[src/rtl/ahb_arbiter.sv]
// ahb_arbiter: round-robin (or fixed-priority) AHB bus arbiter with burst and lock hold, parks on master 0.
// Latency: HGRANT registered one cycle after the arbitration-point edge; HMASTER follows at the next HREADY=1 edge.
// Backpressure: HREADY=0 freezes grant, beat counter, FSM, HMASTER and HMASTLOCK.
//
// Optional feature macro: AHB_ARB_RR_EN (defined = rotating round-robin pointer, undefined = lowest index wins).
// Ports:
//   HCLK, HRESET       clock, synchronous active-high reset
//   HBUSREQ, HLOCK     per-master bus request / locked-transfer request
//   HTRANS, HBURST     muxed transfer type and burst type of the current owner
//   HREADY             muxed bus ready
//   HGRANT             registered one-hot grant
//   HMASTER            address-phase owner index (bus mux select)
//   HMASTLOCK          current owner's transfer is locked
module ahb_arbiter #(
  parameter int NUM_MASTERS = 4,
  parameter int MW          = $clog2(NUM_MASTERS)
) (
  input  logic                   HCLK,
  input  logic                   HRESET,
  input  logic [NUM_MASTERS-1:0] HBUSREQ,
  input  logic [NUM_MASTERS-1:0] HLOCK,
  input  logic [1:0]             HTRANS,
  input  logic [2:0]             HBURST,
  input  logic                   HREADY,
  output logic [NUM_MASTERS-1:0] HGRANT,
  output logic [MW-1:0]          HMASTER,
  output logic                   HMASTLOCK
);

  typedef enum logic [1:0] {ARB, BURST, LOCK} state_t;

  state_t                   state_q, state_d;
  logic [3:0]               cnt_q, cnt_d;
  logic [MW-1:0]            gnt_idx_q, gnt_idx_d;
  logic [NUM_MASTERS-1:0]   grant_d;
  logic                     arb_pt;
  logic                     win_vld;
  logic [MW-1:0]            win_idx;
  logic                     trans_ns, trans_sq, trans_idle, fixed_burst;

  assign trans_ns    = (HTRANS == 2'b10);
  assign trans_sq    = (HTRANS == 2'b11);
  assign trans_idle  = (HTRANS == 2'b00);
  assign fixed_burst = (HBURST[2:1] != 2'b00);

  // Remaining beats after the NONSEQ beat of a fixed-length burst.
  function automatic logic [3:0] burst_len(input logic [2:0] b);
    case (b)
      3'b010, 3'b011: burst_len = 4'd3;
      3'b100, 3'b101: burst_len = 4'd7;
      3'b110, 3'b111: burst_len = 4'd15;
      default:        burst_len = 4'd0;
    endcase
  endfunction

`ifdef AHB_ARB_RR_EN
  logic [MW-1:0] ptr_q, ptr_d;

  function automatic logic [MW-1:0] rr_idx(input logic [MW-1:0] p, input int off);
    int s;
    s = int'(p) + off;
    if (s >= NUM_MASTERS) s = s - NUM_MASTERS;
    return MW'(s);
  endfunction

  // First requester scanning upward from the pointer, wrapping.
  always_comb begin
    win_vld = 1'b0;
    win_idx = '0;
    for (int i = 0; i < NUM_MASTERS; i++) begin
      if (!win_vld && HBUSREQ[rr_idx(ptr_q, i)]) begin
        win_vld = 1'b1;
        win_idx = rr_idx(ptr_q, i);
      end
    end
  end

  always_ff @(posedge HCLK) begin
    if (HRESET) ptr_q <= '0;
    else        ptr_q <= ptr_d;
  end
`else
  // Lowest requesting index wins.
  always_comb begin
    win_vld = 1'b0;
    win_idx = '0;
    for (int i = NUM_MASTERS - 1; i >= 0; i--) begin
      if (HBUSREQ[i]) begin
        win_vld = 1'b1;
        win_idx = MW'(i);
      end
    end
  end
`endif

  always_comb begin
    state_d   = state_q;
    cnt_d     = cnt_q;
    gnt_idx_d = gnt_idx_q;
    arb_pt    = 1'b0;
`ifdef AHB_ARB_RR_EN
    ptr_d     = ptr_q;
`endif
    if (HREADY) begin
      case (state_q)
        ARB: begin
          if (trans_ns && fixed_burst) begin
            state_d = BURST;
            cnt_d   = burst_len(HBURST);
          end else if (!(trans_sq && fixed_burst)) begin
            // A stray SEQ of a fixed burst seen in ARB is not a safe point to move.
            arb_pt = 1'b1;
          end
        end
        BURST: begin
          if (trans_sq) begin
            if (cnt_q == 4'd1) begin
              arb_pt  = 1'b1;
              cnt_d   = '0;
              state_d = ARB;
            end else begin
              cnt_d = cnt_q - 4'd1;
            end
          end else if (trans_idle) begin
            arb_pt  = 1'b1;
            cnt_d   = '0;
            state_d = ARB;
          end else if (trans_ns) begin
            if (fixed_burst) begin
              cnt_d = burst_len(HBURST);
            end else begin
              arb_pt  = 1'b1;
              cnt_d   = '0;
              state_d = ARB;
            end
          end
          // BUSY: hold counter and grant
        end
        LOCK: begin
          if (!HLOCK[gnt_idx_q]) begin
            arb_pt  = 1'b1;
            state_d = ARB;
          end
        end
        default: state_d = ARB;
      endcase
    end

    if (arb_pt) begin
      if (HLOCK[gnt_idx_q]) begin
        // Owner keeps the bus for its locked sequence; pointer untouched.
        state_d = LOCK;
        cnt_d   = '0;
      end else if (win_vld) begin
        gnt_idx_d = win_idx;
`ifdef AHB_ARB_RR_EN
        ptr_d = (win_idx == MW'(NUM_MASTERS - 1)) ? '0 : win_idx + MW'(1);
`endif
      end else begin
        gnt_idx_d = '0;
      end
    end

    grant_d            = '0;
    grant_d[gnt_idx_d] = 1'b1;
  end

  always_ff @(posedge HCLK) begin
    if (HRESET) begin
      state_q   <= ARB;
      cnt_q     <= '0;
      gnt_idx_q <= '0;
      HGRANT    <= NUM_MASTERS'(1);
      HMASTER   <= '0;
      HMASTLOCK <= 1'b0;
    end else begin
      state_q   <= state_d;
      cnt_q     <= cnt_d;
      gnt_idx_q <= gnt_idx_d;
      HGRANT    <= grant_d;
      if (HREADY) begin
        HMASTER   <= gnt_idx_q;
        HMASTLOCK <= HLOCK[gnt_idx_q];
      end
    end
  end

endmodule

[config.mk]
export PLATFORM = sky130hd
export DESIGN_NAME = ahb_arbiter
export DESIGN_NICKNAME = d
export VERILOG_FILES = /design/src/rtl/ahb_arbiter.sv
export SDC_FILE = /design/constraint.sdc
export NUM_CORES = 1
export LEC_CHECK = 0
export CORE_MARGIN = 3
export CORE_UTILIZATION = 43
export DETAILED_ROUTE_END_ITERATION = 7
export GPL_ROUTABILITY_DRIVEN = 0
export PLACE_DENSITY = 0.74
export SLEW_MARGIN = 5
export SYNTH_ARGS = -nofsm -noshare
export SYNTH_HDL_FRONTEND = slang
export SYNTH_SLANG_ARGS = --single-unit
[constraint.sdc]
create_clock -name HCLK -period 1.8 [get_ports HCLK]
set_input_delay 0.36 -clock HCLK [delete_from_list [all_inputs] [get_ports HCLK]]
set_output_delay 0.36 -clock HCLK [all_outputs]
set_load 0.1 [all_outputs]
=== Word level (Yosys, flattened, before mapping) ===
Index checks and enable logic that the tools add are counted.

* Add/sub/neg operators: 1
* Magnitude comparators: 3
* Equality and inequality tests: 11
* Mux-type cells: 47
* Reduce and logical (&&, ||, !) cells: 9

{| class="wikitable"
|+ Operator list
! cell !! number
|-
| $mux W4 || 9
|-
| $mux W2 || 17
|-
| $mux W1 || 15
|-
| $eq A3 B3 Y1 const B || 4
|-
| $pmux W4 S3 || 1
|-
| $pmux W4 S2 || 1
|-
| $eq A2 B2 Y1 const B || 3
|-
| $eq A3 B2 Y1 const B || 2
|-
| $lt A2 B3 Y1 const B || 2
|-
| $pmux W2 S3 || 1
|-
| $reduce_or A2 Y1 || 3
|-
| $eq A4 B1 Y1 const B || 1
|-
| $logic_not A2 Y1 || 2
|-
| $sub A4 B1 Y4 const B || 1
|-
| $logic_and A1 B1 Y1 || 3
|-
| $pmux W1 S3 || 1
|-
| $bmux W1 S2 || 1
|-
| $demux W1 S2 || 1
|-
| $eq A2 B1 Y1 const B || 1
|-
| $ge A2 B1 Y1 const B || 1
|-
| $reduce_bool A2 Y1 || 1
|}

* Flip-flop bits (word level): 15
* Output and inout port bits: 7
* Word-level logic and storage cells: 77

=== Logic depth before layout (Yosys ltp) ===
* Word-level depth: 12
* Depth in mapped cells: 7
* Depth with buffers taken out: 7

=== Worst setup path before layout ===
No wires, ideal clock.

* Path kind: flip-flop to flip-flop
* Start point: reg gnt_idx_q[0]
* End point: reg HGRANT[3]
* Setup time: 116 ps
* Data arrival time: 1731 ps
* Data required time: 1684 ps
* Path slack: -46 ps
* Cell stages (with the launch flop): 7
* Path through: dfxtp_1 > buf_6 > mux4_2 > inv_1 > o211a_1 > mux2_2 > and3_1

* Word-level cells in the longest chain between the ends: 10
* Elaborated cells on any way between the ends: 12
* Classes of those cells: 2 x order compare; 9 x mux; 1 x reduce/logical

{| class="wikitable"
|+ RTL lines
! item !! line !! RTL
|-
| from (decl) || 34 || <nowiki>logic [MW-1:0] gnt_idx_q, gnt_idx_d;</nowiki>
|-
| from (signal assigned) || 179 || <nowiki>gnt_idx_q <= gnt_idx_d;</nowiki>
|-
| $bmux W1 S2 || 140, 150 ||
|-
| $mux W1 (not written as such) || 140, 150 ||
|-
| $mux W1 || 140 || <nowiki>if (!HLOCK[gnt_idx_q]) begin</nowiki>
|-
| $pmux W1 S3 || 105 || <nowiki>case (state_q)</nowiki>
|-
| $mux W1 || 104 || <nowiki>if (HREADY) begin</nowiki>
|-
| $mux W2 (*) || 149 || <nowiki>if (arb_pt) begin</nowiki>
|-
| $lt A2 B3 Y1 (not written as such) / $ge A2 B1 Y1 (equally long branches) || 165 || <nowiki>grant_d[gnt_idx_d] = 1'b1;</nowiki>
|-
| $logic_and A1 B1 Y1 (not written as such) || 165 ||
|-
| $mux W1 (not written as such) || 165 ||
|-
| $demux W1 S2 (*) || 165 ||
|-
| to (signal assigned) || 180 || <nowiki>HGRANT <= grant_d;</nowiki>
|-
| to (decl) || 25 || <nowiki>output logic [NUM_MASTERS-1:0] HGRANT,</nowiki>
|}

Mark *: on every way between the ends. The rest lies on a longest branch, timed or not. The select of a mux whose other input is x is not followed.
A chain may end at the register's enable or synchronous reset.

=== Worst setup path after layout ===
* Start point: reg gnt_idx_q[0]
* End point: reg HGRANT[2]

Same word-level chain as after synthesis.

==> results_dict.tcl <==
set metrics [dict create \
    status "complete, but fails checks" \
    violations "negative setup slack" \
    synth.ff_latch_count 15 \
    ys_types 45 \
    grt_setup_unrepaired "true" \
    clock-sinks 15 \
    hold_violations 0 \
    dp.cells 170 \
    critical_path_peak_fanout 3 \
    numCtsBuffers 3 \
    drive_above_1_share_pct 32.9 \
    cts_root_buf "clkbuf_4" \
    synth_ff_type "dfxtp_1" \
    setup_violations 5 \
    ys_warn_count 0 \
    worstSetupEndpointType "flip-flop" \
    insertion_delay_ps 280 \
    critPathArrivalTime_ps 2080 \
    io_buffers 21 \
    fmax_mhz 542 \
    ctsHtreeMaxLevel 1 \
    r2r_cells 5 \
    hold_buffers 0 \
    fin_cells 176 \
    synth_area_leader_cell "dfxtp_1" \
    post-route-min-period_ps 1850 \
    die_width_um 53.2 \
    core-area_um2 2040 \
    netlist_top_cells_area "dfxtp_1 31%, mux2i_1 6.3%, nor2_1 5.1%, a21oi_1 4.2%, buf_6 3.5%" \
    drv_cap 0 \
    yosysSeqAreaShare_pct 31.4 \
    insertedDiodeCount 0 \
    required_ps 2030 \
    period_share_pct 103 \
    fin_util_pct 71.9 \
    synth-edff-count 0 \
    drt_pass1_iterations 4 \
    first_global_vias 907 \
    slew_viol_final 0 \
    hold_depth 2 \
    die_h_um 53.2 \
    start_kind "flip-flop" \
    drtIter0Drc 36 \
    endpoint "HGRANT[2]" \
    drc 0 \
    nets 168 \
    hold_class "reg2reg" \
    cts_tree "done" \
    grt_max_degree 12 \
    wl_um 2570 \
    ios 23 \
    path_clk_slew_ps 90 \
    antenna_left 0 \
    vias_per_cell 5.55 \
    grt_antenna_before_repair 0 \
    dp.final_hpwl_um 1940 \
    p_leak_nw 0.611 \
    ys_top_cells_by_count "15 x dfxtp_1, 13 x nor2_1, 8 x a21oi_1, 8 x inv_1, 6 x mux2i_1" \
    vias 977 \
    yosysMostFrequentCell "dfxtp_1" \
    timing.final.ws_setup_ps -45.7 \
    globalRouteOverflowTotal 0 \
    grtUsageTotal_pct 20.3 \
    avgSynthCellArea_um2 8.86 \
    initial_utilization_pct 46.9 \
    synth_top_area_share_pct 31.4 \
    layout-area-overhead-vs-synth_pct 53.3 \
    power.density_nw_per_um2 625 \
    ys_async_sr_fraction_pct 0 \
    timing.rr.end "HGRANT[2]" \
    rows 16 \
    synthesis.area_um2 957 \
    r2r_setup_slack_ps -50 \
    r2r_start "gnt_idx_q[0]" \
    dieArea_um2 2830 \
    skew_ps 5.91 \
    worst_slew_pin_slew_ps 429 \
    synth.net_count 126 \
    cp-startpoint "gnt_idx_q[0]" \
    cts_buffer_depth 2 \
    holdWs_ps 563 \
    netlist_instances 108 \
    slew_headroom_pct 70.7 \
    peakVddDrop_mv 0.423 \
    wl_per_cell_um 14.6 \
    critPathKind "reg2reg" \
    grt_pass1_wl_um 4200 \
]
-- how the worst min path moves through the flow --
stage,startpoint,to
after floorplan,gnt_idx_q[1],HMASTER[1]
after global placement,HMASTER[0],HMASTER[0]
after detailed placement,HMASTLOCK,HMASTLOCK
after CTS,HMASTLOCK,HMASTLOCK
after global routing,HMASTER[0],HMASTER[0]
final,HMASTER[1],HMASTER[1]
-- layer usage --
metal	routed length [µm]	track usage [%]	vias to the layer above
met2	1230	33.5	35
met5	0	0	-
li1	-	-	479
met1	1160	26.6	459
met4	36	5.53	0
met3	154	4.23	4
-- stage by stage --
stage	cell area, µm²	TNS (ps)	power (mW)	worst slack [ps]
after detailed placement	1380	-4970	0.708	-464
after global placement	1380	-4380	0.702	-416
after global routing	1470	-921	0.956	-141
after CTS	1440	-278	0.910	-92.9
after floorplan	968	-13.7	0.576	-12.0
final	1470	-98.4	0.918	-45.7
-- registers in the layout, summed over array words and instances, names as in the netlist --
name / flops
HGRANT: 4
cnt_q: 4
HMASTER: 2
gnt_idx_q: 2
state_q: 2
HMASTLOCK: 1
-- cell families (layout without fill, tap and decap cells) --
kind of cell             Yosys count  in the layout  synth area share (%)
AO/OA/AOI/OAI                     34             34                  28.2
AND/OR/NAND/NOR                   34             34                  18.6
flip-flops                        15             15                  31.4
buffers and inverters             14             55                  8.50
multiplexers                       8              8                  9.80
adder cells (fa/ha/maj)            2              2                  2.61
XOR/XNOR                           1              1                 0.915
-- repair_timing --
item	4_1_cts	5_1_grt
setup endpoints to repair	12	12
gates resized for setup	11	5
setup buffers	2	0
endpoints found under the hold margin	0	0
pin swaps	5	10
-- final cells by class --
cell class,count,area (µm²)
tap,27,33.8
inverter,8,30.0
multi-input combinational,79,633
fill,163,574
sequential,15,303
timing repair buffer,43,442
clock buffer,4,26.3
-- report_power, final --
group	total, mW	switching (mW)	internal [mW]
Sequential	0.370	0.0189	0.351
Clock	0.194	0.108	0.0859
Combinational	0.354	0.182	0.172
-- cells in the final DEF (no fill, tap or decap), types with 5 or more instances in the layout --
cell and count:
mux2i_1 5, dlygate4sd2_1 5, clkdlybuf4s50_1 8, buf_4 22, a21oi_1 8, inv_1 7, buf_12 7, nor2_1 13
dfxtp_1 13
-- worst max-delay path, cell delays in order, from the launching register on --
cell and delay [ps]:
dfxtp_2 350, mux4_2 570, a221oi_4 340, o21ai_2 100
a211oi_2 270, and2_1 170
Note: power is estimated with default switching activity, not from simulation.
